===== src/rtl/alu_op_sequencer_pkg.sv =====
// Shared definitions for the KGP-RISC ALU command sequencer.
package alu_op_sequencer_pkg;

  localparam int unsigned W   = 32;
  localparam int unsigned SHW = 5;
  localparam int unsigned FW  = 6;

  localparam logic [FW-1:0] FN_ADD = 6'd0;
  localparam logic [FW-1:0] FN_SUB = 6'd1;
  localparam logic [FW-1:0] FN_AND = 6'd2;
  localparam logic [FW-1:0] FN_OR  = 6'd3;
  localparam logic [FW-1:0] FN_XOR = 6'd4;
  localparam logic [FW-1:0] FN_NOT = 6'd5;
  localparam logic [FW-1:0] FN_SLA = 6'd6;
  localparam logic [FW-1:0] FN_SRA = 6'd7;
  localparam logic [FW-1:0] FN_SRL = 6'd8;
  localparam logic [FW-1:0] FN_MAX = FN_SRL;

  typedef enum logic [1:0] {
    S_IDLE = 2'd0,
    S_EXEC = 2'd1,
    S_DONE = 2'd2
  } state_t;

  // One accepted command as seen on the request side.
  typedef struct packed {
    logic [FW-1:0] func;
    logic [W-1:0]  a;
    logic [W-1:0]  b;
  } cmd_t;

  // Shift ops need iterated one-bit ALU passes.
  function automatic logic is_shift(input logic [FW-1:0] func);
    return (func == FN_SLA) || (func == FN_SRA) || (func == FN_SRL);
  endfunction

endpackage


===== src/rtl/alu_op_sequencer.sv =====
// Command-side driver of the KGP-RISC ALU; iterates one-bit ALU shifts into full shifts.
module alu_op_sequencer
  import alu_op_sequencer_pkg::*;
(
  input  logic          clk,
  input  logic          rst_n,
  input  logic          cmd_valid,
  output logic          cmd_ready,
  input  logic [FW-1:0] cmd_func,
  input  logic [W-1:0]  cmd_a,
  input  logic [W-1:0]  cmd_b,
  output logic [FW-1:0] alu_func,
  output logic [W-1:0]  alu_a,
  output logic [W-1:0]  alu_b,
  input  logic [W-1:0]  alu_res,
  output logic          rsp_valid,
  input  logic          rsp_ready,
  output logic [W-1:0]  rsp_data,
  output logic          rsp_zero,
  output logic          rsp_err
);

  state_t         state;
  logic [SHW-1:0] cnt;
  cmd_t           cmd;
  logic [SHW-1:0] shamt;

  // Bundle the request payload and pull out the shift amount.
  always_comb begin
    cmd   = {cmd_func, cmd_a, cmd_b};
    shamt = cmd.b[SHW-1:0];
  end

  // Sequencer FSM; alu_a doubles as the shift accumulator between passes.
  always_ff @(posedge clk or negedge rst_n) begin
    if (!rst_n) begin
      state     <= S_IDLE;
      cmd_ready <= 1'b1;
      alu_func  <= '0;
      alu_a     <= '0;
      alu_b     <= '0;
      cnt       <= '0;
      rsp_valid <= 1'b0;
      rsp_data  <= '0;
      rsp_zero  <= 1'b0;
      rsp_err   <= 1'b0;
    end else begin
      case (state)
        S_IDLE: begin
          if (cmd_valid && cmd_ready) begin
            cmd_ready <= 1'b0;
            if (cmd.func > FN_MAX) begin
              // Illegal op: answer immediately, ALU untouched.
              state     <= S_DONE;
              rsp_valid <= 1'b1;
              rsp_err   <= 1'b1;
              rsp_data  <= '0;
              rsp_zero  <= 1'b1;
            end else begin
              state    <= S_EXEC;
              alu_func <= cmd.func;
              alu_a    <= cmd.a;
              if (is_shift(cmd.func)) begin
                if (shamt == '0) begin
                  alu_b <= '0;
                  cnt   <= '0;
                end else begin
                  alu_b <= W'(1);
                  cnt   <= SHW'(shamt - SHW'(1));
                end
              end else begin
                alu_b <= cmd.b;
                cnt   <= '0;
              end
            end
          end
        end
        S_EXEC: begin
          if (cnt == '0) begin
            state     <= S_DONE;
            rsp_valid <= 1'b1;
            rsp_data  <= alu_res;
            rsp_zero  <= (alu_res == '0);
          end else begin
            alu_a <= alu_res;
            cnt   <= SHW'(cnt - SHW'(1));
          end
        end
        S_DONE: begin
          if (rsp_ready) begin
            state     <= S_IDLE;
            cmd_ready <= 1'b1;
            rsp_valid <= 1'b0;
            rsp_data  <= '0;
            rsp_zero  <= 1'b0;
            rsp_err   <= 1'b0;
          end
        end
        default: begin
          state     <= S_IDLE;
          cmd_ready <= 1'b1;
        end
      endcase
    end
  end

endmodule

===== config.mk =====
export PLATFORM = sky130hd
export DESIGN_NAME = alu_op_sequencer
export DESIGN_NICKNAME = d
export VERILOG_FILES = /design/src/rtl/alu_op_sequencer_pkg.sv /design/src/rtl/alu_op_sequencer.sv
export SDC_FILE = /design/constraint.sdc
export NUM_CORES = 1
export LEC_CHECK = 0
export CORE_ASPECT_RATIO = 0.7
export CORE_MARGIN = 2
export CORE_UTILIZATION = 41
export DETAILED_ROUTE_END_ITERATION = 10
export GPL_TIMING_DRIVEN = 1
export HOLD_SLACK_MARGIN = 0.06
export MAX_ROUTING_LAYER = met4
export PLACE_DENSITY_LB_ADDON = 0.25
export SYNTH_ARGS = -nofsm -noshare
export SYNTH_HDL_FRONTEND = slang
export SYNTH_SLANG_ARGS = --single-unit

===== constraint.sdc =====
create_clock -name clk -period 3 [get_ports clk]
set_input_delay 0.6 -clock clk [delete_from_list [all_inputs] [get_ports clk]]
set_output_delay 0.6 -clock clk [all_outputs]
set_load 0.01 [all_outputs]

==> flow_summary.json, run 1 <==
{
  "run_status": "finished, final reports clean",
  "synth_fa_ha_area_share_pct": 0.4847,
  "overflow": 0,
  "vias": 4616,
  "crit_start": "cmd_func[1]",
  "cts_buffers": 17,
  "ant_nets": 0,
  "synth.ff_latch_count": 113,
  "worstReg2RegStart": "cnt[0]$_DFFE_PN0P_",
  "cts_buffer_depth": 2,
  "n_antenna_cell": 0,
  "drv_cap": 0,
  "critPathBufInv": 3,
  "synthXorXnorAreaFrac_pct": 0.3393,
  "cts.sinks": 113,
  "p_leak_nw": 3.790,
  "hold_viol_final": 0,
  "ys_seq_area_share_pct": 54.80,
  "rows": 34,
  "drc": 0,
  "dp_hpwl_um": 10850,
  "drt_iter0_drc": 254,
  "start_util_pct": 41.85,
  "synth-simple-area-share_pct": 20.41,
  "fin_tns_setup_ns": 0,
  "path_clk_slew_ns": 0.05,
  "avgSynthCellArea_sq_um": 10.30,
  "fp.dieW_um": 138.1,
  "synth_nets": 609,
  "ys.flop_type": "dfrtp_1",
  "tightest_slew_ns": 0.6247,
  "root_buffer": "clkbuf_16",
  "nNetsFinal": 821,
  "critical_path_required_ns": 3.28,
  "crit_chain": "clkdlybuf4s50_1 > o31ai_2 > a211oi_1 > or2_1 > inv_4 > buf_12 > mux2_4",
  "layout_commonest_cell": "clkdlybuf4s50_1",
  "fmax_mhz": 388.0,
  "cpPeakStageDelay_ns": 0.57,
  "wl_um": 15420,
  "fill_cells": 969,
  "critPathLaunchType": "input pin",
  "min_period_over_period_pct": 85.92,
  "pre_cts_ws_ns": 0.04663,
  "die-area_sq_mm": 0.01352,
  "cts.repair.resized": 0,
  "dr.pass1.iters": 4,
  "wl_per_cell_um": 17.36,
  "final_cell_mix": "210 x clkdlybuf4s50_1, 173 x nand2_1, 112 x dfrtp_1",
  "grt_pass1_vias": 4741,
  "finalSetupViolations": 0,
  "placedCellCount": 856,
  "seq_area_sq_mm": 0.002829,
  "synth_cells": 501,
  "cp_max_fo": 15,
  "h-tree-depth": 4,
  "critical_path_class": "input pin to flip-flop",
  "drive_gt1_share_pct": 12.12,
  "grt_pass1_wl_um": 24950,
  "synth_top_family_by_area": "simple AND/OR/NAND/NOR gates",
  "cts_hold_buf": 0,
  "stdcell_count": 888,
  "syn_area_sq_mm": 0.005162,
  "finalWorstSetupSlack_ns": 0.4224,
  "final.min_clock_period_ns": 2.578,
  "antenna_found_initial": 0,
  "rsz0062_at_grt": "false",
  "synth_compound_area_share_pct": 10.69,
  "worst_setup_path_end_kind": "flip-flop",
  "drv_slew": 0,
  "ys_warn_count": 0,
  "ios": 212,
  "core_sq_mm": 0.01234,
  "grt_use_total_pct": 23.92,
  "crit_path_top_delay_cell": "a211oi_1",
  "ys_async_sr_fraction_pct": 100.0,
  "port_buffers": 211,
  "post_cts_buffers": 0,
  "ir_worst_vdd_mv": 0.4485,
  "clock_latency_ns": 0.41,
  "synth.distinct_cells": 54,
  "yosys-mux-area-fraction_pct": 9.283,
  "relSlewSlack_pct": 58.10,
  "critPathTopFamily": "buffers and inverters",
  "skew_ns": 0.008924,
  "finalWeightedCongestion": 0.9130,
  "p_per_area_mw_per_mm2": 528.0,
  "fp.dieH_um": 97.88,
  "multi_input_area_sq_mm": 0.002137,
  "synth-edff-count": 0,
  "cp.arrival_ns": 2.86,
  "min_path_type": "input pin to asynchronous set/reset pin",
  "cts_tree": "yes",
  "grt_max_degree": 53,
  "area_growth_pct": 56.69,
  "via_per_inst": 5.198
}
==> layout make-up <==
| cell class | count | area share [%] |
|---|---|---|
| Inverter | 9 | 0.4486 |
| Tap cell | 162 | 2.506 |
| Timing Repair Buffer | 224 | 27.75 |
| Clock buffer | 22 | 5.986 |
| Multi-Input combinational cell | 348 | 26.42 |
| Sequential cell | 113 | 34.97 |
| Clock inverter | 10 | 1.918 |
==> path summary, 6_finish.rpt <==
path	endpoint	slack [ns]	cells past startpoint
min in group clk	alu_b[22]$_DFFE_PN0P_	0.46	2
max in group asynchronous	cnt[4]$_DFFE_PN0P_	2.09	2
min	alu_b[12]$_DFFE_PN0P_	0.20	1
max	alu_a[28]$_DFFE_PN0P_	0.42	7
max reg2reg	alu_a[28]$_DFFE_PN0P_	0.47	8
min reg2reg	alu_b[22]$_DFFE_PN0P_	0.46	2
==> Yosys cell counts, drive strengths merged, types with 2 or more instances <==
cell     count  share of area (%)
buf         11                1.8
o31ai        3               0.53
a32oi        2               0.34
inv          9               0.70
or2          2               0.24
and2         4               0.48
a22o        32                5.4
o22ai        2               0.24
ha           2               0.48
nor4         8               0.97
a2bb2oi      2               0.34
clkbuf      20                1.5
nand4        2               0.24
a21oi        4               0.61
nor3         4               0.39
nand3       32                3.1
nor2         7               0.51
nand2b       2               0.24
dfrtp      112                 54
or3          2               0.24
or4b         2               0.46
mux2        32                9.1
nand2      173                 13
a31oi        2               0.24
a211oi       3               0.44
o22a         2               0.34
o21ai        7               0.68
==> logic make-up after synthesis <==
family | after synthesis
compound gates | 67
xor+xnor | 2
fa+ha+maj | 2
buf+inv | 40
flops | 113
mux | 33
simple gates | 244
==> worst register-to-register path, cell delays in order (launching register included) <==
cell and delay [ns]:
dfrtp_1 0.40, inv_1 0.09, ha_1 0.22, or4b_4 0.52, a21oi_4 0.23, or2_1 0.29, inv_4 0.16, buf_12 0.20
mux2_4 0.30
==> report_power, final <==
part / internal (mW) / switching [mW]
combinational: 0.291 / 0.184
sequential: 1.59 / 0.0400
clock: 1.47 / 0.698
total: 3.35 / 0.922
==> sequential cells by signal, summed over array words and instances, names as in the netlist, 2 cells and up <==
signal,cells
alu_a,32
alu_b,32
rsp_data,32
alu_func,6
cnt,5
state,2
==> layer usage <==
| metal | part of all wire [%] | GRT usage [%] |
|---|---|---|
| met1 | 46 | 32.23 |
| met2 | 47 | 35.87 |
| met3 | 4.7 | 4.365 |
| met4 | 2.1 | 10.05 |
| met5 | 0 | - |
==> metrics by stage <==
step,hold slack [ns],power [mW],cell area (sq um),utilization [%]
after floorplan,0.3044,1.784,5162,-
after global placement,0.4485,2.117,7450,60.39
after global routing,0.2421,4.429,8089,65.57
final,0.1976,4.271,8089,65.57
after CTS,0.2205,4.324,8089,65.57
after detailed placement,0.4555,2.126,7450,60.39
No activity file was read; power rests on OpenSTA's default activity.
==> run 2, diff against run 1 <==
--- a/config.mk
+++ b/config.mk
@@ -5,10 +5,12 @@
 export SDC_FILE = /design/constraint.sdc
 export NUM_CORES = 1
 export LEC_CHECK = 0
+export ABC_AREA = 1
 export CORE_ASPECT_RATIO = 0.7
 export CORE_MARGIN = 2
-export CORE_UTILIZATION = 41
+export CORE_UTILIZATION = 43
 export DETAILED_ROUTE_END_ITERATION = 10
+export DONT_BUFFER_PORTS = 1
 export GPL_TIMING_DRIVEN = 1
 export HOLD_SLACK_MARGIN = 0.06
 export MAX_ROUTING_LAYER = met4
==> flow_summary.json, run 2 <==
{
  "drc": 0,
  "cts.sinks": 113,
  "drt_iter0_drc": 251,
  "synth.top_cell.area_share_pct": 53.55,
  "fill_cells": 1120,
  "ys_warn_count": 0,
  "p_per_area_mw_per_mm2": 1008,
  "crit_path_top_delay_cell": "nand3_2",
  "seqPwrFrac_pct": 45.8,
  "cts_tree": "yes",
  "rsz0062_at_grt": "false",
  "hold_slack_ns": -0.1156,
  "ff2ff_path_depth": 9,
  "netSwitchingFraction_pct": 35.65,
  "rr_endpoint": "rsp_data[17]$_DFFE_PN0P_",
  "vias": 4439,
  "antenna_found_initial": 1,
  "critical_path_class": "flip-flop to flip-flop",
  "yosys-top-cells-area": "dfrtp_1 54%, nand2_1 26%, nand4_1 3.8%",
  "synth_nets": 799,
  "final_cell_mix": "369 x nand2_1, 112 x dfrtp_1, 44 x nor2_1",
  "post_cts_buffers": 0,
  "cts.repair.resized": 0,
  "die-area_sq_mm": 0.01308,
  "fmax_mhz": 473.8,
  "drive_gt1_share_pct": 6.936,
  "area_growth_pct": 13.00,
  "critical_path_required_ns": 3.29,
  "overflow": 0,
  "netlist.top_cell.by_area": "dfrtp_1",
  "place_area_sq_mm": 0.005295,
  "rows": 33,
  "critPathLaunchType": "flip-flop",
  "synth.distinct_cells": 19,
  "multi_input_area_sq_mm": 0.002131,
  "dr.pass1.iters": 7,
  "cts_buffer_depth": 2,
  "pwr-share-comb_pct": 18.9,
  "violations": "hold timing",
  "power_mw": 5.960,
  "run_status": "complete, but fails checks",
  "port_buffers": 0,
  "placedCellCount": 817,
  "hold_viol_final": 112,
  "min_path_type": "input pin to asynchronous set/reset pin",
  "synth_commonest_cells": "369 x nand2_1, 112 x dfrtp_1, 44 x nor2_1",
  "finalSetupViolations": 0,
  "fp.dieH_um": 96.31,
  "p_leak_nw": 3.222,
  "final_area_sq_mm": 0.005914,
  "r2r_slack_ns": 0.89,
  "grt_pass1_wl_um": 21940,
  "h-tree-depth": 4,
  "clock_latency_ns": 0.41,
  "reg_top3": "alu_a (32), alu_b (32), rsp_data (32)",
  "crit_chain": "inv_1 > ha_1 > nand3_1 > nand2_2 > nand2_1 > inv_2 > nand3_2 > nand2_1 > nand2_1",
  "layout_commonest_cell": "nand2_1",
  "via_per_inst": 5.222,
  "pwr-share-clk_pct": 35.3,
  "drv_cap": 0,
  "seq_area_sq_mm": 0.002829,
  "synth_cells": 691,
  "grt_use_total_pct": 22.58,
  "dp_hpwl_um": 9597,
  "cp.arrival_ns": 2.40,
  "core_sq_mm": 0.01181,
  "ys_async_sr_fraction_pct": 100.0,
  "finalWeightedCongestion": 0.8575,
  "skew_ns": 0.007336,
  "synth.ff_latch_count": 113,
  "yosysMostFrequentCell": "nand2_1",
  "path_clk_slew_ns": 0.06,
  "synth-edff-count": 0,
  "grt_pass1_vias": 4273,
  "wl_um": 14170,
  "p_int_mw": 3.835,
  "ys.flop_type": "dfrtp_1",
  "tightest_slew_ns": 0.9195,
  "ios": 212,
  "ant_nets": 0,
  "nNetsFinal": 787,
  "drv_slew": 0,
  "cts_buffers": 17,
  "root_buffer": "clkbuf_16",
  "syn_area_sq_mm": 0.005234,
  "start_util_pct": 44.32,
  "stdcell_count": 850,
  "min_period_over_period_pct": 70.36,
  "wl_per_cell_um": 16.67,
  "ys_seq_area_share_pct": 54.05,
  "fin_tns_setup_ns": 0,
  "ir_worst_vdd_mv": 0.4119,
  "fp.dieW_um": 135.9,
  "critPathMostFrequentCell": "nand2_1",
  "relSlewSlack_pct": 38.63,
  "avgSynthCellArea_sq_um": 7.574,
  "final_util_pct": 50.08,
  "worstReg2RegStart": "cnt[0]$_DFFE_PN0P_",
  "cp_max_fo": 34,
  "grt_max_degree": 114,
  "cpPeakStageDelay_ns": 0.54,
  "net-switching-power_mw": 2.125,
  "final.min_clock_period_ns": 2.111,
  "worst_setup_path_end_kind": "flip-flop"
}
-- run 2: stage by stage --
step	hold slack, ns	setup slack [ns]
floorplan	0.3044	1.403
global placement	0.3071	0.9314
detailed placement	0.3081	0.8602
CTS	-0.1302	0.8613
global route	-0.1411	0.6476
finish	-0.1156	0.8893
-- run 2: worst max-delay path by stage --
stage / startpoint / end / slack (ns) / cells past startpoint
finish: cnt[0]$_DFFE_PN0P_ / rsp_data[17]$_DFFE_PN0P_ / 0.89 / 9
global route: cnt[0]$_DFFE_PN0P_ / rsp_data[23]$_DFFE_PN0P_ / 0.65 / 9
CTS: cnt[0]$_DFFE_PN0P_ / rsp_data[2]$_DFFE_PN0P_ / 0.86 / 9
detailed placement: cnt[0]$_DFFE_PN0P_ / rsp_data[23]$_DFFE_PN0P_ / 0.86 / 9
global placement: cnt[0]$_DFFE_PN0P_ / rsp_data[28]$_DFFE_PN0P_ / 0.93 / 9
floorplan: cmd_func[5] / alu_b[29]$_DFFE_PN0P_ / 1.40 / 8
-- run 2: logic make-up after synthesis --
family	after synthesis	share of synthesized area, %
AND/OR/NAND/NOR	464	35.45
flip-flops	113	54.05
buffers and inverters	62	5.235
AO/OA/AOI/OAI	50	4.781
adder cells (fa/ha/maj)	2	0.4780
-- run 2: layout make-up --
| type | count | share of cell area [%] |
|---|---|---|
| sequential | 113 | 47.83 |
| multi-input combinational | 516 | 36.03 |
| clock buffer | 23 | 8.250 |
| tap | 157 | 3.321 |
| clock inverter | 9 | 2.179 |
| inverter | 25 | 1.587 |
| timing repair buffer | 6 | 0.7616 |
| antenna | 1 | 0.04231 |
-- run 2: per-layer routing --
metal	track usage (%)	part of all wire (%)	vias to the layer above
met4	7.813	1.0	0
met1	27.55	44	2079
met3	9.373	10	15
met5	-	0	-
li1	-	-	2152
met2	34.01	45	193
-- run 2: critical path, delay by kind of cell (launching register included) --
| family | cells | cell delay, ns |
|---|---|---|
| and+or+nand+nor | 6 | 1.17 |
| adders and majority gates | 1 | 0.24 |
| DFF | 1 | 0.37 |
| buffers and inverters | 2 | 0.20 |
-- run 2: power by group through the flow --
stage | Clock [mW] | Sequential [mW] | Combinational [mW]
6_report | 2.10 | 2.73 | 1.13
3_5_place_dp | 0 | 2.75 | 1.14
4_1_cts | 2.14 | 2.74 | 1.14
5_1_grt | 2.23 | 2.80 | 1.32
2_1_floorplan | 0 | 2.60 | 0.950
3_3_place_gp | 0 | 2.75 | 1.08
==> run 3, diff against run 2 <==
==> constraint.sdc (replaced) <==
create_clock -name clk -period 2.15 [get_ports clk]
set_input_delay 0.43 -clock clk [delete_from_list [all_inputs] [get_ports clk]]
set_output_delay 0.43 -clock clk [all_outputs]
set_load 0.01 [all_outputs]
==> flow_summary.json, run 3 (synthesis gave the netlist of run 2 again) <==
{
  "fmax_mhz": 575.5,
  "cp_max_fo": 32,
  "via_per_inst": 5.273,
  "p_leak_nw": 3.240,
  "ff2ff_path_depth": 9,
  "critical_path_class": "flip-flop to flip-flop",
  "cts_tree": "yes",
  "area_growth_pct": 14.03,
  "drc": 0,
  "critPathMostFrequentCell": "nand2_1",
  "dp_hpwl_um": 9854,
  "vias": 4498,
  "relSlewSlack_pct": 40.17,
  "p_per_area_mw_per_mm2": 1401,
  "tightest_slew_ns": 0.8965,
  "critical_path_required_ns": 2.50,
  "drv_slew": 0,
  "nNetsFinal": 791,
  "post_cts_buffers": 0,
  "power_mw": 8.360,
  "grt_pass1_wl_um": 21960,
  "ir_worst_vdd_mv": 0.7064,
  "cts.repair.resized": 0,
  "cts_buffer_depth": 2,
  "fin_tns_setup_ns": 0,
  "die-area_sq_mm": 0.01308,
  "layout_commonest_cell": "nand2_1",
  "drt_iter0_drc": 254,
  "clock_latency_ns": 0.41,
  "rsz0062_at_grt": "false",
  "cp.arrival_ns": 2.08,
  "finalWeightedCongestion": 0.8282,
  "crit_start": "cnt[0]$_DFFE_PN0P_",
  "n_antenna_cell": 0,
  "fill_cells": 1139,
  "final.min_clock_period_ns": 1.738,
  "grt_pass1_vias": 4264,
  "cpPeakStageDelay_ns": 0.37,
  "worstReg2RegStart": "cnt[0]$_DFFE_PN0P_",
  "grt_max_degree": 114,
  "r2r_slack_ns": 0.41,
  "worst_setup_path_end_kind": "flip-flop",
  "cts.sinks": 113,
  "drive_gt1_share_pct": 7.759,
  "ios": 212,
  "critPathLaunchType": "flip-flop",
  "grt_use_total_pct": 22.38,
  "reg_top3": "alu_a (32), alu_b (32), rsp_data (32)",
  "ant_nets": 0,
  "start_util_pct": 44.32,
  "root_buffer": "clkbuf_16",
  "violations": "hold timing",
  "wl_per_cell_um": 16.68,
  "wl_um": 14230,
  "finalSetupViolations": 0,
  "min_path_type": "input pin to asynchronous set/reset pin",
  "rows": 33,
  "min_period_over_period_pct": 80.82,
  "skew_ns": 0.01287,
  "run_status": "complete, but fails checks",
  "cts_buffers": 17,
  "crit_path_top_delay_cell": "dfrtp_1",
  "drv_cap": 0,
  "path_clk_slew_ns": 0.06,
  "fp.dieH_um": 96.31,
  "hold_slack_ns": -0.2874,
  "fp.dieW_um": 135.9,
  "final_area_sq_mm": 0.005968,
  "place_area_sq_mm": 0.005350,
  "crit_chain": "inv_1 > ha_1 > nand3_1 > nand2_2 > nand2_1 > inv_2 > buf_4 > nand4_1 > nand2_1",
  "port_buffers": 0,
  "rr_endpoint": "rsp_data[18]$_DFFE_PN0P_",
  "endpoint": "rsp_data[18]$_DFFE_PN0P_",
  "dr.pass1.iters": 4,
  "antenna_found_initial": 0,
  "core_sq_mm": 0.01181,
  "h-tree-depth": 4,
  "overflow": 0,
  "hold_viol_final": 113,
  "final_cell_mix": "369 x nand2_1, 112 x dfrtp_1, 44 x nor2_1"
}
-- run 3: final cells by class --
cell class / instances / area [sq um] / area share, %
clock buffer: 18 / 439.2 / 7.358
clock inverter: 14 / 178.9 / 2.998
inverter: 25 / 93.84 / 1.572
multi-input combinational: 516 / 2131 / 35.70
sequential: 113 / 2829 / 47.40
tap: 157 / 196.4 / 3.291
timing repair buffer: 10 / 100.1 / 1.677
-- run 3: worst min-delay path by stage --
stage | start | end | cells after the start | slack, ns
detailed placement | rst_n | alu_a[4]$_DFFE_PN0P_ | 0 | 0.14
CTS | rst_n | alu_a[10]$_DFFE_PN0P_ | 0 | -0.31
global route | rst_n | alu_a[5]$_DFFE_PN0P_ | 0 | -0.31
floorplan | rst_n | alu_a[0]$_DFFE_PN0P_ | 0 | 0.13
finish | rst_n | alu_a[4]$_DFFE_PN0P_ | 0 | -0.29
global placement | rst_n | alu_a[10]$_DFFE_PN0P_ | 0 | 0.14
-- run 3: report_power, final --
part | switching [mW] | leakage (nW) | total [mW] | internal [mW]
Sequential | 0.924 | 1.49 | 3.81 | 2.88
Combinational | 1.06 | 1.46 | 1.63 | 0.564
Clock | 1.06 | 0.294 | 2.92 | 1.87
-- run 3: per-stage QoR --
stage               std cells  setup slack (ns)  utilization, %
floorplan                 691            0.6564               -
global placement          821            0.4263           45.31
detailed placement        821            0.3693           45.31
CTS                       853            0.4033           50.54
global route              853            0.1986           50.54
finish                    853            0.4123           50.54
-- run 3: metal layers --
metal	vias to the layer above	track usage [%]	routed length [um]
li1	2154	-	-
met1	2154	26.44	5994
met2	167	34.81	6588
met3	23	9.057	1376
met4	0	8.160	268
met5	-	-	0
-- run 3: critical path: cells and delay by family (launching register included) --
| family | cells | cell delay [ns] |
|---|---|---|
| buf+inv | 3 | 0.50 |
| simple gates | 5 | 0.57 |
| flops | 1 | 0.37 |
| fa+ha+maj | 1 | 0.24 |
